**config.mk**
```make
export PLATFORM = sky130hd
export DESIGN_NAME = actuator_cmd_sequencer
export DESIGN_NICKNAME = d
export VERILOG_FILES = /design/src/rtl/actuator_cmd_sequencer.sv
export SDC_FILE = /design/constraint.sdc
export NUM_CORES = 1
export LEC_CHECK = 0
export ABC_CLOCK_PERIOD_IN_PS = 7400
export BUFFER_PORTS_ARGS = -buffer_cell sky130_fd_sc_hd__buf_2
export CELL_PAD_IN_SITES_DETAIL_PLACEMENT = 0
export CELL_PAD_IN_SITES_GLOBAL_PLACEMENT = 1
export CORE_ASPECT_RATIO = 1.2
export CORE_UTILIZATION = 30
export DETAILED_ROUTE_END_ITERATION = 8
export PLACE_DENSITY = 0.61
export SLEW_MARGIN = 40
export SYNTH_ARGS = -nofsm -noshare
export SYNTH_HDL_FRONTEND = slang
export SYNTH_SLANG_ARGS = --single-unit
```
**constraint.sdc**
```tcl
create_clock -name clk -period 7.4 [get_ports clk]
set_input_delay 0.37 -clock clk [delete_from_list [all_inputs] [get_ports clk]]
set_output_delay 0.37 -clock clk [all_outputs]
set_load 0.005 [all_outputs]
```
**src/rtl/actuator_cmd_sequencer.sv**
```systemverilog
// actuator_cmd_sequencer
//   Queues actuator commands written by the processor and plays them out one
//   at a time, holding each requested mode for its duration (in ticks of
//   TICK_DIV clock cycles) before moving on to the next queued command.
//
// Ports
//   clk         system clock, all state updates on posedge
//   reset       synchronous, active-high reset
//   cmd_we      one-cycle command write strobe
//   cmd_data    [1:0] mode, [17:2] duration in ticks, [31:18] ignored
//   abort       flush the queue and force the sequencer idle
//   ovf_clr     clear the sticky overflow flag
//   mode        registered mode word (0 retract, 1 extend, 2 auto-toggle)
//   busy        sequencer not idle
//   fifo_count  number of queued commands
//   fifo_full   queue holds DEPTH commands
//   overflow    sticky; a write was dropped because the queue was full
module actuator_cmd_sequencer #(
    parameter int unsigned TICK_DIV = 50000000,
    parameter int unsigned DEPTH    = 4
) (
    input  logic                      clk,
    input  logic                      reset,
    input  logic                      cmd_we,
    input  logic [31:0]               cmd_data,
    input  logic                      abort,
    input  logic                      ovf_clr,
    output logic [31:0]               mode,
    output logic                      busy,
    output logic [$clog2(DEPTH):0]    fifo_count,
    output logic                      fifo_full,
    output logic                      overflow
);

    localparam int unsigned AW = (DEPTH > 1) ? $clog2(DEPTH) : 1;
    localparam int unsigned CW = $clog2(DEPTH) + 1;
    localparam int unsigned PW = $clog2(TICK_DIV);
    localparam logic [PW-1:0] TC       = PW'(TICK_DIV - 1);
    localparam logic [CW-1:0] FULL_CNT = CW'(DEPTH);

    typedef enum logic [1:0] {
        IDLE,
        LOAD,
        RUN
    } state_t;

    // Queue storage: {duration[15:0], mode[1:0]}
    logic [17:0]    mem_q [DEPTH];
    logic [AW-1:0]  wr_ptr_q, wr_ptr_d;
    logic [AW-1:0]  rd_ptr_q, rd_ptr_d;
    logic [CW-1:0]  count_q, count_d;
    logic           ovf_q, ovf_d;

    state_t         state_q, state_d;
    logic [1:0]     mode_q, mode_d;
    logic [PW-1:0]  presc_q, presc_d;
    logic [15:0]    rem_q, rem_d;

    logic           full;
    logic           push;
    logic           pop;
    logic [17:0]    head;
    logic [1:0]     head_mode;
    logic [15:0]    head_dur;
    logic           unused_cmd_bits;

    assign unused_cmd_bits = ^cmd_data[31:18];

    assign full      = (count_q == FULL_CNT);
    // Fullness is judged before the edge, so a same-cycle pop never frees room
    assign push      = cmd_we && !full && !abort;
    assign pop       = (state_q == LOAD) && (count_q != '0) && !abort;

    assign head      = mem_q[rd_ptr_q];
    assign head_mode = (head[1:0] == 2'd3) ? 2'd0 : head[1:0];
    assign head_dur  = head[17:2];

    // Queue pointers, occupancy and sticky overflow
    always_comb begin
        wr_ptr_d = wr_ptr_q;
        rd_ptr_d = rd_ptr_q;
        count_d  = count_q;
        ovf_d    = ovf_q;
        if (abort) begin
            wr_ptr_d = '0;
            rd_ptr_d = '0;
            count_d  = '0;
        end else begin
            if (push) wr_ptr_d = wr_ptr_q + AW'(1);
            if (pop)  rd_ptr_d = rd_ptr_q + AW'(1);
            if (push && !pop)      count_d = count_q + CW'(1);
            else if (pop && !push) count_d = count_q - CW'(1);
        end
        // A dropped write in the same cycle wins over the clear
        if (ovf_clr) ovf_d = 1'b0;
        if (cmd_we && full && !abort) ovf_d = 1'b1;
    end

    // Sequencer next state
    always_comb begin
        state_d = state_q;
        mode_d  = mode_q;
        presc_d = presc_q;
        rem_d   = rem_q;
        case (state_q)
            IDLE: begin
                mode_d = 2'd0;
                if (count_q != '0) state_d = LOAD;
            end
            LOAD: begin
                if (head_dur == 16'd0) begin
                    // Skip the empty command; mode is left untouched
                    state_d = (count_d != '0) ? LOAD : IDLE;
                end else begin
                    state_d = RUN;
                    mode_d  = head_mode;
                    presc_d = '0;
                    rem_d   = head_dur;
                end
            end
            RUN: begin
                if (presc_q == TC) begin
                    presc_d = '0;
                    rem_d   = rem_q - 16'd1;
                    if (rem_q == 16'd1) begin
                        if (count_q != '0) begin
                            state_d = LOAD;
                        end else begin
                            state_d = IDLE;
                            mode_d  = 2'd0;
                        end
                    end
                end else begin
                    presc_d = presc_q + PW'(1);
                end
            end
            default: begin
                state_d = IDLE;
                mode_d  = 2'd0;
            end
        endcase
        if (abort) begin
            state_d = IDLE;
            mode_d  = 2'd0;
            presc_d = '0;
            rem_d   = '0;
        end
    end

    always_ff @(posedge clk) begin
        if (reset) begin
            wr_ptr_q <= '0;
            rd_ptr_q <= '0;
            count_q  <= '0;
            ovf_q    <= 1'b0;
            state_q  <= IDLE;
            mode_q   <= 2'd0;
            presc_q  <= '0;
            rem_q    <= '0;
        end else begin
            wr_ptr_q <= wr_ptr_d;
            rd_ptr_q <= rd_ptr_d;
            count_q  <= count_d;
            ovf_q    <= ovf_d;
            state_q  <= state_d;
            mode_q   <= mode_d;
            presc_q  <= presc_d;
            rem_q    <= rem_d;
        end
    end

    always_ff @(posedge clk) begin
        if (!reset && push) mem_q[wr_ptr_q] <= cmd_data[17:0];
    end

    assign mode       = {{30{1'b0}}, mode_q};
    assign busy       = (state_q != IDLE);
    assign fifo_count = count_q;
    assign fifo_full  = full;
    assign overflow   = ovf_q;

endmodule

```
; After elaboration in Yosys (flattened, before gate mapping)
; Memories as Yosys holds them, arrays and structs flattened. A register that Yosys moved wholly into a read port is not among the register bits.
; Cells that the tools add are included.
[classes]
n_mux = 28
n_reduce_logical = 26
n_eq_ne = 11
addsub = 6
[ops]
columns = op, count
row1 = 26-bit 2-to-1 mux, 2
row2 = 26-bit one-hot mux with 2 select lines, 1
row3 = 16-bit 2-to-1 mux, 2
row4 = 16-bit one-hot mux with 2 select lines, 1
row5 = 26-bit by 1-bit adder with 26-bit output (second input constant), 1
row6 = 26-bit equality test (second input constant), 1
row7 = 2-bit 2-to-1 mux, 11
row8 = 16-bit by 1-bit equality test with 1-bit output (second input constant), 1
row9 = 16-bit logical NOT, 1
row10 = 16-bit by 1-bit subtractor with 16-bit output (second input constant), 1
row11 = 2-bit != test (second input constant), 5
row12 = 1-bit logical AND, 9
row13 = 3-bit 2-to-1 mux, 3
row14 = 1-bit 2-to-1 mux, 6
row15 = 2-bit one-hot mux with 3 select lines, 1
row16 = 3-bit AND reduction, 2
row17 = 2-bit nonzero test, 3
row18 = 3-bit nonzero test, 2
row19 = 1-bit logical NOT, 5
row20 = 2-bit by 1-bit adder with 2-bit output (second input constant), 2
row21 = 2-bit equality test (second input constant), 2
row22 = 2-bit one-hot mux with 2 select lines, 1
row23 = 4-bit AND reduction, 1
row24 = 3-bit by 1-bit adder with 3-bit output (second input constant), 1
row25 = other kinds (6), 6
[word_totals]
input_bits = 37
ram_bits = 72
out_inout_bits = 38
n_memories = 1
register_bits = 54
[mem_list]
columns = name, depth, width, read_ports, rd_clocked_by_memory_dff, wr, line
row1 = mem_q, 4, 18, 1, 1, 1, 48  ; logic [17:0] mem_q [DEPTH];

; Longest topological paths before layout
[depth]
word_depth = 13
depth_mapped = 9

; Least setup slack after synthesis
; OpenSTA, ideal clock, no wires.
[synth_path]
kind = register -> register
from = register rem_q[4]
to = register rem_q[14]
path_buffers = 2
setup_slack_ns = 5.086
arrival_time_ns = 2.181
t_required_ns = 7.268
period_less_slack_ns = 2.314
path_stages_with_launch = 9
path_cell_list = dfxtp_1 > buf_6 > or4_4 > buf_6 > or3_4 > or3_4 > o31a_1 > o21ai_1 > a21oi_1
[synth_between]
elab_chain_len = 3
[synth_rtl]
columns = element, line
row1 = start: declaration, 57  ; logic [15:0] rem_q, rem_d;
row2 = start signal: assignment, 168  ; rem_q <= rem_d;
row3 = 16-bit by 1-bit subtractor with 16-bit output, 124  ; rem_d = rem_q - 16'd1;
row4 = 16-bit 2-to-1 mux, 122  ; if (presc_q == TC) begin
row5 = 16-bit one-hot mux with 2 select lines, 105  ; case (state_q)
; Every way passes these cells. The select of a mux whose other input is x is not followed.
; A chain may end at the register's enable or synchronous reset.

==> impl_results.md <==
- Outcome: finished, final reports clean
- Vias: 4,683
- Share of cells above drive strength 1: 16.7%
- Chip Width: 135 microns
- Tcrit/Tclk final: 44.1%
- Cells after synthesis: 585
- Worst slew margin: 45.5%
- FP Rows: 58
- Synthesis-stage register bit count: 128
- Data required, critical path: 7690 ps
- Post-CTS Setup Repair Bufs: 0
- Crit path time final: 3260 ps
- Post-cts sizing count: 0
- Total grt overflow: 0
- Setup TNS: 0 ps
- Max Fclk: 0.306 GHz
- Die height: 162 microns
- Synthesized area: 6360 sq um
- CTS tree: built
- Post-Layout Cell Count: 893
- Post-synth top cells: 72 x edfxtp_1, 56 x dfxtp_1, 46 x nand2_1, 39 x a21oi_1
- Overall routed net length: 15.1 mm
- Post-Syn Area per Cell: 10.9 sq um
- N_diodes: 0
- Nature of the critical path endpoint: flop
- Worst Max-Slew Pin Slew: 811 ps
- Die area: 21,800 sq um
- CP arrival: 3550 ps
- Hold Path Class: in2reg
- Routed len/inst: 16.9 microns
- IO Port Bufs: 30
- Max Root-Sink Buffers: 2
- Routability cong.: 0.770
- CTS Hold Bufs: 0
- H-tree depth: 4
- Clock Latency Late Sink: 420 ps
- Post-DR vias/cell: 5.24
- Synth-to-layout area growth: 13.4%
- Initial Utilization: 30.4%
- Ys async rst share: 0%
- Final net count: 657
- ANT nets after route: 0
- Leakage: 2.41 nW
- Core ar.: 20,900 sq um
- Dominant cell type by area after synthesis: edfxtp_1
- Max Cap Viol: 0
- Largest delay share family, worst path: simple AND/OR/NAND/NOR gates
- Worst Path Buf+Inv: 1
- Post-synth cell types: 67
- Largest net degree at the start of global routing: 35
- Placed cells: 861
- Final hold violation count: 0
- Clock slew at reported path FFs: 60 ps
- Yosys Warn Count: 0
- Top cells by area, synth: edfxtp_1 34%, dfxtp_1 18%, mux4_2 6.4%
- Fin Clk Skew: 8.39 ps
- CP Max Fanout: 18
- # setup viols final: 0
- Total GRT Usage: 14.5%
- Yosys top cell area share: 34.0%
- Most common cell in the netlist: edfxtp_1
- Power Dens Cells: 226 nW/um^2
- Max-slew violation count: 0
- Synth Flop Type: edfxtp_1
- Vias in the first global route: 4,586
- First-pass GRT wire length: 24.2 mm
- CTS Buf Count: 17
- Initial antenna violation count: 0
- Crit Path Category: reg2reg
- Sequential-to-total area share from yosys stat: 51.6%
- DRT iter0 DRCs: 256
- DP HPWL: 10.1 mm
- Drt pass-1 iters: 5
- Ports: 75
- Number of flops mapped to enable cells by yosys: 72
- RSZ-0062 raised after global routing: false
- CP Launch Type: flop
- Post-route DRC: 0
- Highest cell delay on the worst timing path: 650 ps
- Fillers: 2,099
- Root Buffer: clkbuf_16
- Clock tree sinks: 128
- Peak VDD IR: 179 uV
- Slowest CP cell: and4_1
- CP Cell Sequence: buf_4 > mux4_2 > nor4_1 > and4_1 > or2b_1 > a221o_1 > a21oi_1
==> flip-flops by register name, summed over array words and instances, names as in the netlist, named ones only <==
name,flops
mem_q,72
presc_q,26
mode_q,2
rd_ptr_q,2
state_q,2
fifo_count,3
overflow,1
rem_q,16
wr_ptr_q,2
==> per-stage QoR <==
stage | hold WS, ps | instance area [sq um] | util (%) | power [mW] | worst slack, ps
2_1_floorplan | 442 | 6470 | - | 0.819 | 5090
3_3_place_gp | 458 | 6630 | 31.7 | 0.827 | 3960
3_5_place_dp | 454 | 6640 | 31.8 | 0.829 | 4090
4_1_cts | 144 | 7210 | 34.5 | 1.65 | 4070
5_1_grt | 155 | 7210 | 34.5 | 1.68 | 3910
6_report | 159 | 7210 | 34.5 | 1.63 | 4140
==> final timing paths <==
path	startpoint	to	slack [ps]	depth (start not counted)
max	flop	rem_q[12]$_SDFFE_PP0P_	4140	7
min	cmd_data[0]	mem_q[0][0]$_DFFE_PP_	160	1
max reg2reg	flop	rem_q[12]$_SDFFE_PP0P_	4140	7
min reg2reg	mode_q[1]$_SDFFE_PP0P_	mode_q[1]$_SDFFE_PP0P_	470	1
==> area by class of cell <==
type                    instances  area, sq um  share of cell area (%)
clock buffers                  17          425                    5.90
repair buffers                 36          195                    2.71
clock inverters                15          149                    2.06
flip-flops and latches        128         3280                    45.5
multi-input cells             414         2770                    38.4
well taps                     270          338                    4.68
inverters                      13         48.8                   0.676
==> routing by layer <==
layer	vias up	global-route usage, %	wire, microns
met5	-	0	0
met4	0	7.25	460
met3	31	2.57	606
met2	143	25.7	7760
met1	2279	16.7	6280
li1	2230	-	-
==> layout by cell type, fill, tap and decap left out, types with 14 or more instances in the layout <==
master,netlist,layout
edfxtp_1,72,72
nor2_1,34,33
nand4_1,14,14
o21ai_0,25,25
conb_1,1,30
mux4_2,18,18
a21oi_1,39,39
buf_2,2,30
nand3_1,34,34
dfxtp_1,56,55
nand2_1,46,46
clkbuf_16,0,17
==> kinds of logic after synthesis <==
logic type | Yosys count | synth area share (%)
simple gates | 220 | 18.8
flops | 128 | 51.6
compound gates | 122 | 12.5
buf+inv | 72 | 6.73
mux | 21 | 6.84
xor+xnor | 11 | 1.51
fa+ha+maj | 10 | 1.97
other cells | 1 | 0.0589
==> power breakdown <==
group          internal [mW]  switching, mW  leakage [nW]
registers              0.756        0.00281          1.10
clock network          0.472          0.345         0.273
logic                 0.0186         0.0360          1.04
==> worst reg2reg max path, stage by stage, from the launching register on <==
cell     delay (ps)
dfxtp_1         310
buf_4           340
mux4_2          620
nor4_1          360
and4_1          650
or2b_1          520
a221o_1         260
a21oi_1          60
No activity file was read; power rests on OpenSTA's default activity.
